### config.mk
export PLATFORM = sky130hd
export DESIGN_NAME = clk_div_ctrl_flat
export DESIGN_NICKNAME = d
export VERILOG_FILES = /design/src/rtl/clk_div_ctrl_if.sv /design/src/rtl/clk_div_ctrl.sv /design/src/flat_wrapper.sv
export SDC_FILE = /design/constraint.sdc
export NUM_CORES = 1
export LEC_CHECK = 0
export CORE_MARGIN = 2
export CORE_UTILIZATION = 50
export DETAILED_ROUTE_END_ITERATION = 6
export PLACE_DENSITY_LB_ADDON = 0.05
export SLEW_MARGIN = 10
export SYNTH_ARGS = -nofsm -noshare
export SYNTH_HDL_FRONTEND = slang
export SYNTH_SLANG_ARGS = --single-unit
export TNS_END_PERCENT = 100
### constraint.sdc
create_clock -name clk -period 3.6 [get_ports clk]
set_clock_uncertainty 0.05 [all_clocks]
set_input_delay 1.08 -clock clk [delete_from_list [all_inputs] [get_ports clk]]
set_output_delay 1.08 -clock clk [all_outputs]
set_load 0.1 [all_outputs]
### src/rtl/clk_div_ctrl_if.sv
// Control and status bundle of the slow-clock divider.
// Carries the mode/halt/step/divisor controls in and the divided clock, strobes and debug state out.
interface clk_div_ctrl_if #(
   parameter int unsigned CNT_W = 25
);
   logic [1:0]       mode;
   logic             halt;
   logic             step_req;
   logic             div_we;
   logic [CNT_W-1:0] div_in;
   logic             slow_clk;
   logic             rise_pulse;
   logic             fall_pulse;
   logic             parked;
   logic             busy;
   logic [1:0]       step_state;

   // Write semantics: div_we is a one-cycle valid with an implicit, always-asserted ready;
   // div_in is captured on every rising clk edge where div_we=1, and no back-pressure exists.
   modport master (
      output mode, halt, step_req, div_we, div_in,
      input  slow_clk, rise_pulse, fall_pulse, parked, busy, step_state
   );
   modport slave (
      input  mode, halt, step_req, div_we, div_in,
      output slow_clk, rise_pulse, fall_pulse, parked, busy, step_state
   );
endinterface

### src/rtl/clk_div_ctrl.sv
// Slow-clock generator with four modes (fast/slow/user/single-step), halt parking,
// a runtime-writable user divisor and one-cycle rise/fall strobes in the clk domain.
module clk_div_ctrl #(
   parameter int unsigned CNT_W         = 25,
   parameter int unsigned DIV_FAST      = 0,
   parameter int unsigned DIV_SLOW      = 25000000,
   parameter int unsigned DIV_STEP      = 2500,
   parameter int unsigned DIV_USER_INIT = 250000
) (
   input logic           clk,
   input logic           reset,
   clk_div_ctrl_if.slave bus
);

   typedef enum logic [1:0] {
      FINISH = 2'd0,
      IDLE   = 2'd1,
      LOW    = 2'd2,
      HIGH   = 2'd3
   } state_t;

   localparam logic [1:0] M_FAST = 2'b00;
   localparam logic [1:0] M_SLOW = 2'b01;
   localparam logic [1:0] M_USER = 2'b10;
   localparam logic [1:0] M_STEP = 2'b11;

   state_t           state_q, state_d;
   logic [CNT_W-1:0] count_q, count_d;
   logic [CNT_W-1:0] user_div_q, user_div_d;
   logic [CNT_W-1:0] adiv;
   logic [1:0]       mode_q;
   logic             slow_q, slow_d;
   logic             rise_q, rise_d;
   logic             fall_q, fall_d;
   logic             parked_q, parked_d;
   logic             busy_q, busy_d;
   logic [1:0]       sync_q;
   logic             step_dly_q;
   logic             step_edge;
   logic             at_div;

   // Two-flop synchroniser on the asynchronous button, then a rising-edge detect.
   assign step_edge = sync_q[1] & ~step_dly_q;

   always_comb begin
      adiv = CNT_W'(DIV_STEP);
      case (mode_q)
         M_FAST:  adiv = CNT_W'(DIV_FAST);
         M_SLOW:  adiv = CNT_W'(DIV_SLOW);
         M_USER:  adiv = user_div_q;
         default: adiv = CNT_W'(DIV_STEP);
      endcase
   end

   // >= rather than == so a divisor lowered below the running count toggles at once.
   assign at_div = (count_q >= adiv);

   always_comb begin
      state_d    = state_q;
      count_d    = count_q;
      slow_d     = slow_q;
      rise_d     = 1'b0;
      fall_d     = 1'b0;
      parked_d   = 1'b0;
      busy_d     = busy_q;
      user_div_d = bus.div_we ? bus.div_in : user_div_q;

      if (bus.mode != mode_q) begin
         // Dead edge: restart counting, keep the clock level, no strobe.
         count_d = '0;
         busy_d  = 1'b0;
         if (bus.mode == M_STEP) begin
            state_d  = slow_q ? IDLE : FINISH;
            parked_d = slow_q;
         end else begin
            state_d  = IDLE;
            parked_d = bus.halt & slow_q;
         end
      end else if (mode_q != M_STEP) begin
         busy_d = 1'b0;
         if (bus.halt && slow_q) begin
            parked_d = 1'b1;
         end else if (at_div) begin
            count_d  = '0;
            slow_d   = ~slow_q;
            rise_d   = ~slow_q;
            fall_d   = slow_q;
            parked_d = bus.halt & ~slow_q;
         end else begin
            count_d = count_q + CNT_W'(1);
         end
      end else begin
         case (state_q)
            FINISH: begin
               if (at_div) begin
                  count_d  = '0;
                  slow_d   = 1'b1;
                  rise_d   = 1'b1;
                  parked_d = 1'b1;
                  state_d  = IDLE;
               end else begin
                  count_d = count_q + CNT_W'(1);
               end
            end
            IDLE: begin
               count_d  = '0;
               parked_d = 1'b1;
               if (step_edge) begin
                  slow_d   = 1'b0;
                  fall_d   = 1'b1;
                  busy_d   = 1'b1;
                  parked_d = 1'b0;
                  state_d  = LOW;
               end
            end
            LOW: begin
               if (at_div) begin
                  count_d = '0;
                  slow_d  = 1'b1;
                  rise_d  = 1'b1;
                  state_d = HIGH;
               end else begin
                  count_d = count_q + CNT_W'(1);
               end
            end
            HIGH: begin
               if (at_div) begin
                  count_d  = '0;
                  busy_d   = 1'b0;
                  parked_d = 1'b1;
                  state_d  = IDLE;
               end else begin
                  count_d = count_q + CNT_W'(1);
               end
            end
            default: state_d = IDLE;
         endcase
      end
   end

   always_ff @(posedge clk or negedge reset) begin
      if (!reset) begin
         state_q    <= FINISH;
         count_q    <= '0;
         user_div_q <= CNT_W'(DIV_USER_INIT);
         mode_q     <= M_FAST;
         slow_q     <= 1'b0;
         rise_q     <= 1'b0;
         fall_q     <= 1'b0;
         parked_q   <= 1'b0;
         busy_q     <= 1'b0;
         sync_q     <= 2'b00;
         step_dly_q <= 1'b0;
      end else begin
         state_q    <= state_d;
         count_q    <= count_d;
         user_div_q <= user_div_d;
         mode_q     <= bus.mode;
         slow_q     <= slow_d;
         rise_q     <= rise_d;
         fall_q     <= fall_d;
         parked_q   <= parked_d;
         busy_q     <= busy_d;
         sync_q     <= {sync_q[0], bus.step_req};
         step_dly_q <= sync_q[1];
      end
   end

   assign bus.slow_clk   = slow_q;
   assign bus.rise_pulse = rise_q;
   assign bus.fall_pulse = fall_q;
   assign bus.parked     = parked_q;
   assign bus.busy       = busy_q;
   assign bus.step_state = state_q;

endmodule

### src/flat_wrapper.sv
// flat-port wrapper written by rule: the top's interface ports become plain ports
module clk_div_ctrl_flat 
#(
   parameter int unsigned CNT_W         = 25,
   parameter int unsigned DIV_FAST      = 0,
   parameter int unsigned DIV_SLOW      = 25000000,
   parameter int unsigned DIV_STEP      = 2500,
   parameter int unsigned DIV_USER_INIT = 250000
)
  (clk, reset, bus_mode, bus_halt, bus_step_req, bus_div_we, bus_div_in, bus_slow_clk, bus_rise_pulse, bus_fall_pulse, bus_parked, bus_busy, bus_step_state);
  clk_div_ctrl_if #(.CNT_W(CNT_W)) bus_i ();
  input logic clk;
  input logic reset;
  input wire logic [$bits(bus_i.mode)-1:0] bus_mode;
  input wire logic [$bits(bus_i.halt)-1:0] bus_halt;
  input wire logic [$bits(bus_i.step_req)-1:0] bus_step_req;
  input wire logic [$bits(bus_i.div_we)-1:0] bus_div_we;
  input wire logic [$bits(bus_i.div_in)-1:0] bus_div_in;
  output wire logic [$bits(bus_i.slow_clk)-1:0] bus_slow_clk;
  output wire logic [$bits(bus_i.rise_pulse)-1:0] bus_rise_pulse;
  output wire logic [$bits(bus_i.fall_pulse)-1:0] bus_fall_pulse;
  output wire logic [$bits(bus_i.parked)-1:0] bus_parked;
  output wire logic [$bits(bus_i.busy)-1:0] bus_busy;
  output wire logic [$bits(bus_i.step_state)-1:0] bus_step_state;
  assign bus_i.mode = bus_mode;
  assign bus_i.halt = bus_halt;
  assign bus_i.step_req = bus_step_req;
  assign bus_i.div_we = bus_div_we;
  assign bus_i.div_in = bus_div_in;
  assign bus_slow_clk = bus_i.slow_clk;
  assign bus_rise_pulse = bus_i.rise_pulse;
  assign bus_fall_pulse = bus_i.fall_pulse;
  assign bus_parked = bus_i.parked;
  assign bus_busy = bus_i.busy;
  assign bus_step_state = bus_i.step_state;
  clk_div_ctrl #(.CNT_W(CNT_W), .DIV_FAST(DIV_FAST), .DIV_SLOW(DIV_SLOW), .DIV_STEP(DIV_STEP), .DIV_USER_INIT(DIV_USER_INIT)) u_core (.clk(clk), .reset(reset), .bus(bus_i));
endmodule
## Word-level counts from Yosys, hierarchy flattened

Cells that the tools add are included.

- Equal/unequal tests: 19
- $lt $le $gt $ge: 1
- Muxes and demuxes: 44
- Reductions and logical operators: 11
- Bitwise operators: 6
- Add/subtract/negate cells: 1

Operators by type and width:

| operator | count |
|---|---|
| $mux 25 | 4 |
| $pmux 25 s3 | 1 |
| $pmux 25 s2 | 1 |
| $mux 1 | 28 |
| $add 25x1->25 const B | 1 |
| $ge 25x25->1 | 1 |
| $mux 2 | 6 |
| $ne 3x1->1 const B | 4 |
| $eq 2x2->1 const B | 4 |
| $ne 4x1->1 const B | 2 |
| $ne 2x1->1 const B | 3 |
| $pmux 1 s2 | 3 |
| $pmux 2 s3 | 1 |
| $reduce_and 6->1 | 1 |
| $eq 2x1->1 const B | 2 |
| $logic_not 2->1 | 2 |
| $ne 2x2->1 const B | 2 |
| $reduce_and 4->1 | 1 |
| $reduce_bool 4->1 | 1 |
| $reduce_or 2->1 | 2 |
| $and 1x1->1 | 3 |
| $ne 3x2->1 const B | 1 |
| $not 1->1 | 3 |
| $reduce_and 3->1 | 1 |
| 4 further kinds | 4 |

- Word-level logic and storage cells: 93
- Register bits after elaboration: 62
- Input bits: 32
- Output and inout port bits: 7

## Longest topological paths before layout

- Word-level depth: 7
- Mapped depth: 13

## Least setup slack after synthesis

Ideal clock, no wire load.

- Path kind: reg-to-reg
- Start point: register u_core.mode_q[1]
- End point: register u_core.state_q[0] (netlist: u_core.bus.step_state[0])
- Arrival: 2.991 ns
- Slack: 0.480 ns
- Period minus slack after synthesis: 3.120 ns
- Cell stages (with the launch flop): 13
- Buffers on the path: 2
- Path through: dfrtp_1 -> clkbuf_1 -> nor2b_1 -> clkbuf_1 -> a21oi_1 -> ha_1 -> nand4_1 -> nor3_2 -> nand3_1 -> o311ai_4 -> o31a_1 -> mux2_1 -> a21oi_1

- Cells in the longest elaborated chain, start to end: 5
- Elaborated cells on any way between the ends: 13
- Classes of those cells: 1 x order compare; 8 x eq/ne; 2 x mux; 2 x reduce/logical

Ends and longest elaborated chain:

| item | RTL line | RTL |
|---|---|---|
| from (decl) | clk_div_ctrl.sv:31 | `logic [1:0] mode_q;` |
| from (signal assigned) | clk_div_ctrl.sv:158 | `mode_q <= bus.mode;` |
| $eq 2x2->1 (tied with other cells) | clk_div_ctrl.sv:47 | `case (mode_q)` |
| $pmux 25 s3 | clk_div_ctrl.sv:47 |  |
| $ge 25x25->1 | clk_div_ctrl.sv:56 | `assign at_div = (count_q >= adiv);` |
| $ne 3x1->1 (no source line) | -- |  |
| $reduce_and 4->1 (no source line) | -- |  |
| to (signal assigned) | clk_div_ctrl.sv:155 | `state_q <= state_d;` |
| to (decl) | clk_div_ctrl.sv:27 | `state_t state_q, state_d;` |

Parallel ways exist; a longest one is shown, timed or not.
A chain may end at the register's enable or synchronous reset.

## Worst setup path in the final report

- Start point: register u_core.mode_q[0]
- End point: register u_core.state_q[0] (netlist: u_core.bus.step_state[0])

The elaborated chain is that of the path after synthesis.

==> results.py <==
metrics = {
    "status": {
        "status": "complete, no violations",
    },
    "yosys": {
        "synth_flop_cell": "dfrtp_1",
        "syn_nets": 424,
        "synthXorXnorAreaFrac": 0.0221,
        "synth_top_family_by_area": "simple AND/OR/NAND/NOR gates",
        "synth_compound_area_frac": 0.134,
        "yosys.area_share.simple": 0.187,
        "async_flop_share": 1.00,
        "avgSynthCellArea_sq_um": 9.92,
        "synth-seq-cells": 62,
        "synthCells": 360,
        "syn_area_sq_mm": 0.00357,
        "ys.warnings.count": 0,
        "yosysSeqAreaShare": 0.437,
        "synth_cell_types": 45,
        "synthMuxAreaShare": 0.0848,
        "synthAdderAreaFrac": 0.112,
        "synth-edff-count": 0,
    },
    "floorplan": {
        "die-area_sq_mm": 0.00783,
        "die_w_um": 88.5,
        "rows": 30,
        "fp.dieH_um": 88.5,
        "initial_core_util": 0.520,
        "coreArea_sq_mm": 0.00687,
        "io-pin-count": 39,
    },
    "worst_setup_path": {
        "slowest_delay_ns": 0.43,
        "crit_arrival_ns": 3.47,
        "worst_setup_path_start_kind": "flop",
        "crit_required_ns": 3.81,
        "crit_fanout": 20,
        "crit_chain": "nor2b_1 > buf_12 > a21oi_1 > ha_1 > nand4_1 > nor3_2 > nand3_1 > o311ai_4 > o31a_1 > mux2_1 > a21oi_1",
        "slowest_stage": "dfrtp_1",
        "cpMostUsedCell": "a21oi_1",
        "crit_type": "reg -> reg",
        "endpoint_kind": "flop",
    },
    "worst_hold_path": {
        "hold_class": "reg -> reg",
    },
    "clock_network": {
        "ctsHoldBuffers": 0,
        "insertion_delay_ns": 0.34,
        "ctsResizeCount": 0,
        "cts.htree.levels": 3,
        "cts_root_buf": "clkbuf_8",
        "clock_sinks": 62,
        "cts_buffer_depth": 2,
        "postCtsSetupRepairBufs": 0,
        "clk_pin_slew_ns": 0.06,
        "cts_tree": "built",
        "cts_buffers": 9,
    },
    "cells_and_area": {
        "antenna_cells": 0,
        "nNetsFinal": 469,
        "drive_gt1_frac": 0.180,
        "layout_commonest_cell": "dfrtp_1",
        "most-common-layout-cells": "dfrtp_1, nand2_1, a21oi_1",
        "fillers": 603,
        "syn_to_final_growth_pct": 20.6,
    },
    "timing": {
        "setup_viol": 0,
        "final.period_utilization": 0.907,
        "grt_setup_unrepaired": "no",
        "fin_crit_ns": 3.27,
        "slew_headroom": 0.481,
        "setup_tns_ns": 0,
        "final-hold-violation-count": 0,
        "tightestPinTransition_ns": 0.776,
        "fmax_mhz": 306,
        "slew_violations": 0,
    },
    "route": {
        "drtIter0Drc": 175,
        "vias": 2818,
        "ant_nets": 0,
        "wl_um": 7790,
        "avgRoutedWirePerCell_um": 15.4,
        "remaining_drc_errors": 0,
        "firstDrtPassIters": 5,
        "viasPerCell": 5.57,
    },
    "pwr": {
        "total_power_uw": 1680,
        "vdd.ir_drop.worst_mv": 0.226,
        "power_density_mw_per_mm2": 390,
        "p_leak_uw": 0.00189,
    },
    "global_route": {
        "grt_pass1_vias": 2807,
        "grt_max_degree": 27,
        "grt_pass1_wl_um": 13000,
        "globalRouteOverflowTotal": 0,
        "grt_use_total": 0.216,
        "antenna_found_initial": 0,
    },
    "placement": {
        "dp_hpwl_um": 5670,
        "portBuffers": 38,
        "gp_congestion": 0.867,
    },
    "run": {
        "drv_cap": 0,
    },
}
==> power by group <==
group	leakage (uW)	internal (uW)	switching, uW
clock	0.0000985	389	283
sequential	0.000784	739	24.2
combinational	0.00101	112	133
==> stage by stage <==
| stage | instances | hold WS [ns] | worst slack (ns) | instance area, sq um | utilization |
|---|---|---|---|---|---|
| 2_1_floorplan | 360 | 0.281 | 0.480 | 3570 | - |
| 3_3_place_gp | 490 | 0.291 | 0.0168 | 4080 | 0.594 |
| 3_5_place_dp | 490 | 0.304 | -0.0572 | 4080 | 0.594 |
| 4_1_cts | 506 | 0.318 | 0.108 | 4300 | 0.626 |
| 5_1_grt | 506 | 0.322 | 0.0933 | 4300 | 0.627 |
| 6_report | 506 | 0.313 | 0.333 | 4300 | 0.627 |
==> flip-flops by register name, summed over array words and instances, names as in the netlist <==
| signal | count |
|---|---|
| u_core.count_q | 25 |
| u_core.user_div_q | 25 |
| u_core.bus.step_state | 2 |
| u_core.mode_q | 2 |
| u_core.sync_q | 2 |
| u_core.bus.busy | 1 |
| u_core.bus.fall_pulse | 1 |
| u_core.bus.parked | 1 |
| u_core.bus.rise_pulse | 1 |
| u_core.bus.slow_clk | 1 |
| u_core.step_dly_q | 1 |
==> kinds of logic after synthesis <==
kind of cell    after synthesis
compound gates               78
buf+inv                      21
xor+xnor                      9
simple gates                131
fa+ha+maj                    32
mux                          27
flops                        62
==> worst max-delay path: cells and delay by family (launching register included) <==
kind	cells	cell delay (ns)
multiplexers	1	0.33
flip-flops	1	0.43
buffers and inverters	1	0.19
adder cells (fa/ha/maj)	1	0.29
AND/OR/NAND/NOR	4	1.01
AO/OA/AOI/OAI	4	0.87
==> metal layers <==
layer,wire (um),track usage,vias to the layer above
li1,-,-,1396
met1,3690,0.283,1351
met2,3690,0.362,60
met3,285,0.0326,11
met4,119,0.0826,0
met5,0,0,-
==> final timing paths <==
check / slack (ns) / cells after the start / startpoint / end
setup / recovery: 0.33 / 11 / u_core.mode_q[0] / u_core.bus.step_state[0]
hold / removal: 0.31 / 0 / u_core.sync_q[0] / u_core.sync_q[1]
setup reg to reg: 0.33 / 11 / u_core.mode_q[0] / u_core.bus.step_state[0]
hold reg to reg: 0.31 / 0 / u_core.sync_q[0] / u_core.sync_q[1]
max in group asynchronous: 2.02 / 2 / reset / u_core.user_div_q[4]
min in group asynchronous: 0.69 / 1 / reset / u_core.user_div_q[19]
==> synth_stat cells, types with 3 or more instances <==
cell type,count,share of area
and2_1,4,0.0070
and3_1,14,0.025
dfrtp_1,55,0.39
a31oi_1,16,0.028
buf_2,3,0.0042
nand4_1,8,0.014
nor2b_1,4,0.0070
xor2_1,7,0.017
nor2_1,20,0.021
nand2b_1,9,0.016
clkbuf_1,11,0.012
nor3_1,6,0.0084
mux2_2,25,0.079
a21oi_1,35,0.049
nand3_1,10,0.014
nand2_1,43,0.045
ha_1,32,0.11
inv_1,6,0.0063
o21ai_0,15,0.021
dfstp_2,7,0.052
==> layout make-up <==
type	instances	area [sq um]	share of cell area
multi-input cells	277	1930	0.449
repair buffers	49	453	0.105
inverters	6	22.5	0.00523
clock inverters	6	87.6	0.0203
well taps	96	120	0.0279
flip-flops and latches	62	1560	0.363
clock buffers	10	128	0.0297
(Power assumes the default switching activity.)
